`config.mk`:
```
export PLATFORM = sky130hd
export DESIGN_NAME = proj_index_gen
export DESIGN_NICKNAME = d
export VERILOG_FILES = /design/src/rtl/proj_index_gen.sv
export SDC_FILE = /design/constraint.sdc
export NUM_CORES = 1
export LEC_CHECK = 0
export CAP_MARGIN = 20
export CORE_MARGIN = 1.5
export CORE_UTILIZATION = 29
export CTS_CLUSTER_SIZE = 28
export DETAILED_ROUTE_END_ITERATION = 6
export PLACE_DENSITY = 0.61
export SYNTH_ARGS = -nofsm -noshare
export SYNTH_HDL_FRONTEND = slang
export SYNTH_SLANG_ARGS = --single-unit
```
`constraint.sdc`:
```
create_clock -name clk -period 4.3 [get_ports clk]
set_input_delay 0.86 -clock clk [delete_from_list [all_inputs] [get_ports clk]]
set_output_delay 0.86 -clock clk [all_outputs]
set_load 0.05 [all_outputs]
```
`src/rtl/proj_index_gen.sv`:
```
// ---------------------------------------------------------------------------
// Module      : proj_index_gen
// Description : Strided, multi-pass index generator with valid/ready output.
// Revision    : 1.0  initial release
// ---------------------------------------------------------------------------
`default_nettype none

package proj_pkg;
   localparam int INDICE_LEN = 8;
endpackage

module proj_index_gen #(
   parameter int INDICE_LEN = proj_pkg::INDICE_LEN,
   parameter int PASS_LEN   = 4
) (
   input  logic                  clk,
   input  logic                  rst,
   input  logic                  start,
   input  logic                  abort,
   input  logic [INDICE_LEN-1:0] cfg_last,
   input  logic [INDICE_LEN-1:0] cfg_stride,
   input  logic [PASS_LEN-1:0]   cfg_passes,
   input  logic                  cfg_wrap,
   input  logic                  out_ready,
   output logic [INDICE_LEN-1:0] out_index,
   output logic [PASS_LEN-1:0]   out_pass,
   output logic                  out_valid,
   output logic                  out_last_pass_beat,
   output logic                  out_last,
   output logic                  busy,
   output logic                  done,
   output logic                  cfg_err
);

   typedef enum logic [1:0] {
      S_IDLE = 2'd0,
      S_RUN  = 2'd1,
      S_DONE = 2'd2
   } state_t;

   state_t                r_state;
   logic [INDICE_LEN-1:0] r_index;
   logic [PASS_LEN-1:0]   r_pass;
   logic                  r_start_prev;
   logic                  r_cfg_err;
   logic [INDICE_LEN-1:0] r_last;
   logic [INDICE_LEN-1:0] r_stride;
   logic [PASS_LEN-1:0]   r_passes;
   logic                  r_wrap;

   state_t                w_state_nxt;
   logic [INDICE_LEN-1:0] w_index_nxt;
   logic [PASS_LEN-1:0]   w_pass_nxt;
   logic                  w_cfg_err_nxt;
   logic                  w_latch;
   logic                  w_start_edge;
   logic                  w_run;
   logic                  w_xfer;
   logic                  w_eop;
   logic                  w_final_pass;
   logic [INDICE_LEN:0]   w_sum;

   // One extra bit so the end-of-pass test never sees a wrapped sum.
   assign w_sum        = {1'b0, r_index} + {1'b0, r_stride};
   assign w_eop        = (w_sum > {1'b0, r_last});
   assign w_final_pass = (r_pass == r_passes);
   assign w_run        = (r_state == S_RUN);
   assign w_xfer       = w_run & out_ready;
   assign w_start_edge = start & ~r_start_prev;

   always_comb begin
      w_state_nxt   = r_state;
      w_index_nxt   = r_index;
      w_pass_nxt    = r_pass;
      w_cfg_err_nxt = 1'b0;
      w_latch       = 1'b0;
      case (r_state)
         S_IDLE: begin
            if (w_start_edge) begin
               if (cfg_stride != '0) begin
                  w_latch     = 1'b1;
                  w_state_nxt = S_RUN;
                  w_index_nxt = '0;
                  w_pass_nxt  = '0;
               end else begin
                  w_cfg_err_nxt = 1'b1;
               end
            end
         end
         S_RUN: begin
            if (abort) begin
               w_state_nxt = S_IDLE;
               w_index_nxt = '0;
               w_pass_nxt  = '0;
            end else if (w_xfer) begin
               if (!w_eop) begin
                  w_index_nxt = w_sum[INDICE_LEN-1:0];
               end else if (!w_final_pass) begin
                  w_index_nxt = '0;
                  w_pass_nxt  = r_pass + PASS_LEN'(1);
               end else begin
                  w_index_nxt = '0;
                  w_pass_nxt  = '0;
                  if (!r_wrap) begin
                     w_state_nxt = S_DONE;
                  end
               end
            end
         end
         S_DONE: begin
            w_state_nxt = S_IDLE;
         end
         default: begin
            w_state_nxt = S_IDLE;
            w_index_nxt = '0;
            w_pass_nxt  = '0;
         end
      endcase
   end

   always_ff @(posedge clk) begin
      if (rst) begin
         r_state      <= S_IDLE;
         r_index      <= '0;
         r_pass       <= '0;
         r_start_prev <= 1'b0;
         r_cfg_err    <= 1'b0;
         r_last       <= '0;
         r_stride     <= '0;
         r_passes     <= '0;
         r_wrap       <= 1'b0;
      end else begin
         r_state      <= w_state_nxt;
         r_index      <= w_index_nxt;
         r_pass       <= w_pass_nxt;
         r_start_prev <= start;
         r_cfg_err    <= w_cfg_err_nxt;
         if (w_latch) begin
            r_last   <= cfg_last;
            r_stride <= cfg_stride;
            r_passes <= cfg_passes;
            r_wrap   <= cfg_wrap;
         end
      end
   end

   assign out_index          = r_index;
   assign out_pass           = r_pass;
   assign out_valid          = w_run;
   assign busy               = w_run;
   assign done               = (r_state == S_DONE);
   assign cfg_err            = r_cfg_err;
   assign out_last_pass_beat = w_run & w_eop;
   assign out_last           = w_run & w_eop & w_final_pass;

endmodule

`default_nettype wire

```
==> results.txt, run 1 <==
----------------------------------------------------
[Clocking]
  Number of H-tree levels ... 2
  Post CTS Setup Buffer Count ... 0
  CTS root buffer ... sky130_fd_sc_hd__clkbuf_8
  Clk buf depth ... 2
  Hold bufs inserted after CTS ... 0
  Clock transition at path regs ... approximately 0.070 ns
  TritonCTS clock tree ... done
  Clock buffers created by TritonCTS ... 5
  Clock sink total ... 37
  Clock latency of the later-clocked register in the worst-skew pair ... roughly 0.28 ns

[Critical path]
  Slowest cell on the critical path ... sky130_fd_sc_hd__fa_1
  Worst endpoint data arrival time ... 3.25 ns
  FF-to-FF setup slack ... between 0.7 and 0.8 ns
  Crit-path leading delay family ... compound AO/OA/AOI/OAI gates
  Worst Reg-to-Reg Cells ... 13
  Startpoint of the worst-slack reg-to-reg timing path ... out_index[0]
  Endpoint kind of the worst setup timing path ... output port
  Slowest stage delay, CP ... 0.42 ns
  Setup Crit Path Kind ... reg2out
  Required @ worst endpoint ... between 3 and 4 ns
  Critical Path, Cell by Cell ... ha_1, fa_1, a211oi_1, o21bai_1, a21oi_1, xnor2_1, ha_1, o21ai_0, o21bai_1, o221ai_2, a211oi_2, buf_12
  RR Endpoint ... out_pass[0]
  CP bufs+invs ... 1
  Maximum net fanout on the critical path ... 4
  Kind of start point of the critical path ... flip-flop

[Pwr]
  Maximum resistive drop on vdd ... around 120 µV
  Ratio of total power to cell area ... a little under 300 nW/µm²
  Power Total ... 779 µW
  Share of power burned in the clock network ... 0.300
  Leakage power total ... about 0.001 µW
  Gate power share ... 0.226
  Internal power contribution ... 542 µW
  Sequential fraction of design power ... 0.474
  Switch Pwr ... ~240 µW
  Switching Share ... 0.304

[Floorplan]
  Standard-cell row count ... 30
  Die Footprint ... roughly 7500 µm²
  Chip height ... between 80 and 90 µm
  Boundary pin count ... 44
  Starting density of the core ... 0.299
  Placeable Area ... about 6800 µm²
  Die Wd ... about 87 µm

[Detailed routing]
  Drt initial violations ... 81
  Number of antenna-violating nets in the routed design ... 0
  Routed vias/inst ... roughly 4.8
  Detailed-routing iteration count for the pre-antenna-repair pass ... 4
  Overall routed net length ... about 5.0 mm
  Number of DRC violations after detailed routing ... 0
  Routed wire length per instance ... around 13 µm
  Overall via count from detail_route ... around 1800

[GRT]
  Initial antenna violation count ... 0
  Overall overflow remaining after global route ... 0
  Maximum number of pins on one net before global-route repair ... 25
  Wire length of the first global-routing pass ... 8.30 mm
  Global router's overall resource usage ... 0.142
  Vias in the first global route ... between 1500 and 2000

[Yosys]
  Top_reg_cell synth ... sky130_fd_sc_hd__dfxtp_1
  Synth unique cells ... 41
  Total of flip-flops plus latches after synthesis ... 37
  Yosys warning count ... 0
  Async set-reset flop share out of synthesis ... 0
  Syn Nets ... 293
  Summed instance area of the synthesized netlist ... approximately 2000 µm²
  Share of Yosys cell area claimed by the top area cell type ... 0.365
  Post-synthesis average cell area ... roughly 8 µm²
  Number of enable-type register cells in the synthesized netlist ... 0
  Instance count of the mapped netlist ... 249
  Sequential cell area fraction in the yosys report ... 0.365
  Synth area leader ... sky130_fd_sc_hd__dfxtp_1
  Most area-consuming cells after synthesis ... sky130_fd_sc_hd__dfxtp_1 37%, sky130_fd_sc_hd__ha_1 10%, sky130_fd_sc_hd__nand2_1 8.1%

[Timing]
  Highest Clock Rate ... about 240 MHz
  Actual slew at the worst max-slew pin ... between 0.5 and 0.6 ns
  Max Clock Skew ... around 0.0029 ns
  Pins over their slew limit ... 0
  Count of endpoints failing setup in the final report ... 0
  Setup TNS Final ... 0 ns
  Final min period ... ~4.1 ns
  RSZ-0062 raised after global routing ... no
  Final clock period utilization by the worst path ... 0.955
  Worst setup slack after layout ... between 0.15 and 0.2 ns
  Final Hold Vio Count ... 0
  Max-slew headroom at the worst pin ... 0.626

[Outcome]
  Outcome ... completed

[Hold path]
  Hold_sp ... r_last[7]
  Worst hold endpoint ... r_last[7]
  Worst hold path stage count ... 2
  Class of the tightest hold or removal check ... reg2reg

[Place]
  Count of buffers from port buffering ... 43
  Post-detailed-placement half-perimeter wirelength ... between 3 and 4 mm
  Setup WS pre-CTS ... 0.406 ns
  Area after DPL ... approximately 2500 µm²
  Weighted congestion at the end of routability-driven global placement ... ~0.86

[Final layout]
  Finished layout cell area ... ~2600 µm²
  Nets ... ~330
  Number of inserted diodes ... 0
  Area growth from synthesis to layout ... 30.2%
  Share of cells above drive strength 1 ... 0.0586
  Fill cell instance count of the final layout ... 708
  Area used by multi-input combinational logic ... 1200 µm²
  Sequential cell area ... 741 µm²

[Job]
  Max capacitance violation total ... 0

----------------------------------------------------
==> metal layers <==
metal,GRT usage,up-vias,routed length (µm)
li1,-,963,-
met1,0.204,834,2610
met2,0.206,46,2170
met3,0.0286,4,206
met4,0.0572,0,63
met5,0,-,0
==> flip-flops by register name (all words and copies together), names as in the netlist <==
register and cells:
out_index 8, r_last 8, r_stride 8, out_pass 4
r_passes 4, r_state 2, cfg_err 1, r_start_prev 1
r_wrap 1
==> synthesized netlist by cell type, types with 4 or more instances <==
library cell / count
sky130_fd_sc_hd__nand2_1: 44
sky130_fd_sc_hd__clkbuf_1: 8
sky130_fd_sc_hd__inv_1: 11
sky130_fd_sc_hd__nand4_1: 4
sky130_fd_sc_hd__nand3_1: 16
sky130_fd_sc_hd__nor2_1: 8
sky130_fd_sc_hd__a211oi_1: 4
sky130_fd_sc_hd__nor3b_1: 5
sky130_fd_sc_hd__dfxtp_1: 37
sky130_fd_sc_hd__xnor2_1: 8
sky130_fd_sc_hd__ha_1: 17
sky130_fd_sc_hd__nand2b_1: 4
sky130_fd_sc_hd__a21oi_1: 32
sky130_fd_sc_hd__o21ai_0: 6
==> placed cells by master, fill, tap and decap left out, drive strengths merged, types with 4 or more instances in the layout <==
cell type | synthesis | routed
nand2 | 45 | 45
clkdlybuf4s50 | 0 | 41
dfxtp | 37 | 37
a21oi | 32 | 32
ha | 17 | 17
nand3 | 16 | 16
inv | 11 | 11
nor2 | 8 | 8
xnor2 | 8 | 8
o21ai | 8 | 8
clkbuf | 8 | 6
nor3b | 5 | 5
nand2b | 4 | 4
nand4 | 4 | 4
a211oi | 4 | 4
buf | 4 | 4
==> area by class of cell <==
class,instances,area share
multi-input cells,189,0.456
inverters,11,0.0156
repair buffers,45,0.171
clock buffers,6,0.0275
flip-flops and latches,37,0.280
clock inverters,2,0.00379
well taps,96,0.0455
==> timing repair <==
action	4_1_cts	5_1_grt
endpoints found under the hold margin	0	0
resized for setup	0	2
endpoints found under the setup margin	0	2
==> per-stage QoR <==
stage,hold WS [ns],utilization,std cells
2_1_floorplan,0.436,-,249
3_3_place_gp,0.443,0.375,378
6_report,0.467,0.389,386
5_1_grt,0.482,0.389,386
3_5_place_dp,0.455,0.375,378
4_1_cts,0.465,0.387,386
==> worst max-delay path by stage <==
stage                            start  cells after the start  slack [ns]                 end
after floorplan           out_index[1]                     11        0.08  out_last_pass_beat
after global placement    out_index[0]                     12        0.46            out_last
after detailed placement  out_index[0]                     12        0.41            out_last
after CTS                 out_index[1]                     12        0.08            out_last
after global routing      out_index[0]                     12        0.03  out_last_pass_beat
final                     out_index[0]                     12        0.19            out_last
==> cells by family (layout without fill, tap and decap cells) <==
group	count (synthesis)	count (layout)	share of synthesized area
compound gates	64	64	0.192
flops	37	37	0.365
buf+inv	23	64	0.0506
simple gates	98	98	0.239
fa+ha+maj	18	18	0.115
xor+xnor	9	9	0.0389
==> power by group through the flow <==
stage	combinational (µW)	clock, µW	sequential [µW]
6_report	176	233	369
5_1_grt	193	260	371
4_1_cts	173	243	369
3_5_place_dp	172	0	377
3_3_place_gp	170	0	377
2_1_floorplan	115	0	375
==> worst min-delay path: cells and delay by family, from the launching register on <==
family             cells  cell delay [ns]
AOI/OAI and AO/OA      1             0.05
and+or+nand+nor        1             0.06
DFF                    1             0.32
(Power assumes the default switching activity.)
==> inputs of run 2 (changes only) <==
--- a/config.mk
+++ b/config.mk
@@ -10,7 +10,6 @@
 export CORE_UTILIZATION = 29
 export CTS_CLUSTER_SIZE = 28
 export DETAILED_ROUTE_END_ITERATION = 6
-export PLACE_DENSITY = 0.61
 export SYNTH_ARGS = -nofsm -noshare
 export SYNTH_HDL_FRONTEND = slang
 export SYNTH_SLANG_ARGS = --single-unit
==> run 2 against run 1 <==
  * Highest routed layer unchanged
  * Register-to-register slack about the same
  * Core utilization increased by 0.42 points
  * Sequential share of layout area is 0.26 points lower
  * Clock power grew 38%
  * Combinational power barely moved
==> results.txt, run 2 (synthesis results as in run 1) <==
----------------------------------------------------
[GRT]
  Wire length of the first global-routing pass ... 8.30 mm (unchanged)
  Overall overflow remaining after global route ... 0 (unchanged)
  Global router's overall resource usage ... 0.142 (-0.000402)
  Vias in the first global route ... 1730 (+0.52%)
  Initial antenna violation count ... 0 (unchanged)
  Maximum number of pins on one net before global-route repair ... 26 (+4.0%)

[Critical path]
  Required @ worst endpoint ... 3.44 ns (about the same)
  Kind of start point of the critical path ... flip-flop
  Slowest cell on the critical path ... sky130_fd_sc_hd__dfxtp_1
  Setup Crit Path Kind ... reg2out
  Endpoint kind of the worst setup timing path ... output port
  Crit-path most repeated cell ... sky130_fd_sc_hd__ha_1
  Crit-path leading delay family ... compound AO/OA/AOI/OAI gates
  CP bufs+invs ... 1 (unchanged)
  Maximum net fanout on the critical path ... 4 (unchanged)
  Worst endpoint data arrival time ... 3.24 ns (about the same)
  Critical Path, Cell by Cell ... ha_1, a211oi_1, nor2_1, o21a_1, o41ai_1, xnor2_1, ha_1, o21ai_0, o21bai_1, o221ai_2, a211oi_2, buf_12
  Slowest stage delay, CP ... 0.40 ns (-0.02 ns)

[Timing]
  Final clock period utilization by the worst path ... 0.954 (-0.000965)
  Setup TNS Final ... 0 ns (unchanged)
  Final Hold Vio Count ... 0 (unchanged)
  Pins over their slew limit ... 0 (unchanged)
  Worst hold slack ... 0.463 ns (-0.00468 ns)
  RSZ-0062 raised after global routing ... no
  Max Clock Skew ... 0.00413 ns (+0.00125 ns)
  Final min period ... 4.10 ns (-0.00415 ns)
  Count of endpoints failing setup in the final report ... 0 (unchanged)
  Max-slew headroom at the worst pin ... 0.619 (-0.00712)
  Actual slew at the worst max-slew pin ... 0.569 ns (+0.0100 ns)
  Highest Clock Rate ... 244 MHz (+0.10%)

[Outcome]
  Outcome ... completed

[Place]
  Count of buffers from port buffering ... 43 (unchanged)
  Post-detailed-placement half-perimeter wirelength ... 3.87 mm (+0.23%)
  Dpl cells ... 377 (-0.26%)
  Weighted congestion at the end of routability-driven global placement ... 0.861 (-0.37%)

[Floorplan]
  Standard-cell row count ... 30 (unchanged)
  Starting density of the core ... 0.299 (unchanged)
  Placeable Area ... 6790 µm² (unchanged)
  Die Footprint ... 7500 µm² (unchanged)
  Die Wd ... 86.6 µm (unchanged)
  Boundary pin count ... 44 (unchanged)
  Chip height ... 86.6 µm (unchanged)

[Clocking]
  CTS root buffer ... sky130_fd_sc_hd__clkbuf_8
  Clock buffers created by TritonCTS ... 5 (unchanged)
  Number of H-tree levels ... 2 (unchanged)
  Clock sink total ... 37 (unchanged)
  TritonCTS clock tree ... done
  Clock latency of the later-clocked register in the worst-skew pair ... 0.29 ns (about the same)
  Clk buf depth ... 2 (unchanged)
  Clock transition at path regs ... 0.08 ns (about the same)
  Hold bufs inserted after CTS ... 0 (unchanged)

[Pwr]
  Maximum resistive drop on vdd ... 201 µV (+72%)
  Share of power burned in the clock network ... 0.370 (+0.070)
  Switch Pwr ... 249 µW (+5.1%)
  Ratio of total power to cell area ... 325 nW/µm² (+10%)
  Internal power contribution ... 618 µW (+14%)
  Switching Share ... 0.287 (-0.0168)
  Gate power share ... 0.204 (-0.022)
  Sequential fraction of design power ... 0.426 (-0.048)
  Leakage power total ... 0.000994 µW (-0.13%)

[Detailed routing]
  Number of DRC violations after detailed routing ... 0 (unchanged)
  Routed vias/inst ... 4.87 (+1.8%)
  Number of antenna-violating nets in the routed design ... 0 (unchanged)
  Detailed-routing iteration count for the pre-antenna-repair pass ... 4 (unchanged)
  Routed wire length per instance ... 13.3 µm (+1.9%)
  Drt initial violations ... 88 (+8.6%)
  Overall routed net length ... 5.13 mm (+1.6%)
  Overall via count from detail_route ... 1875 (+1.5%)

[Job]
  Max capacitance violation total ... 0 (unchanged)

[Final layout]
  Number of inserted diodes ... 0 (unchanged)
  Most common cell after layout, fill and taps aside ... sky130_fd_sc_hd__nand2_1
  Most used cells in the layout excluding fill and tap cells ... 44 x sky130_fd_sc_hd__nand2_1, 41 x sky130_fd_sc_hd__clkdlybuf4s50_1, 36 x sky130_fd_sc_hd__dfxtp_1
  Area growth from synthesis to layout ... 31.6%
  Final std cells w/o fill ... 385 (-0.26%)
  Nets ... 332 (-0.30%)
  Share of cells above drive strength 1 ... 0.0623 (+0.00366)

[Hold path]
  Class of the tightest hold or removal check ... reg2reg

----------------------------------------------------
[run 2: tightest hold or removal path, stage by stage, from the launching register on]
cell                      delay (ns)
sky130_fd_sc_hd__dfxtp_1        0.31
sky130_fd_sc_hd__nand2_1        0.05
sky130_fd_sc_hd__a21oi_1        0.05
[run 2: through the flow]
step | cell area (µm²) | power (µW) | util | setup WS [ns]
2_1_floorplan | 2030 | 490 | - | 0.0772
3_3_place_gp | 2540 | 545 | 0.373 | 0.452
3_5_place_dp | 2540 | 548 | 0.373 | 0.360
4_1_cts | 2660 | 869 | 0.391 | 0.0202
5_1_grt | 2670 | 904 | 0.393 | 0.0517
6_report | 2670 | 867 | 0.393 | 0.197
[run 2: final cells by class]
type	count	area [µm²]
clock inverters	2	37.5
flip-flops and latches	37	742
clock buffers	6	82.6
inverters	11	41.3
fillers	717	4120
well taps	96	120
multi-input cells	189	1200
repair buffers	44	445
[run 2: metal layers]
metal / up-vias / wire length (µm) / global-route usage
met5: - / 0 / 0
met1: 851 / 2650 / 0.204
li1: 967 / - / -
met2: 49 / 2180 / 0.205
met3: 8 / 226 / 0.0324
met4: 0 / 72 / 0.0513
[run 2: final timing paths]
| check | start | endpoint | slack, ns | cells past startpoint |
|---|---|---|---|---|
| max | r_stride[1] | out_last | 0.20 | 12 |
| min | r_last[2] | r_last[2] | 0.46 | 2 |
| min reg2reg | r_last[2] | r_last[2] | 0.46 | 2 |
| max reg2reg | r_stride[1] | out_pass[0] | 0.73 | 13 |
[run 2: timing repair]
action	CTS	global route
setup buffers	0	0
endpoints found under the setup margin	0	2
resized for setup	0	3
[run 2: power groups by stage]
stage | combinational (µW) | sequential [µW] | clock (µW)
after CTS | 172 | 369 | 328
after global routing | 194 | 371 | 340
after global placement | 168 | 376 | 0
after detailed placement | 171 | 377 | 0
final | 177 | 369 | 321
after floorplan | 115 | 375 | 0
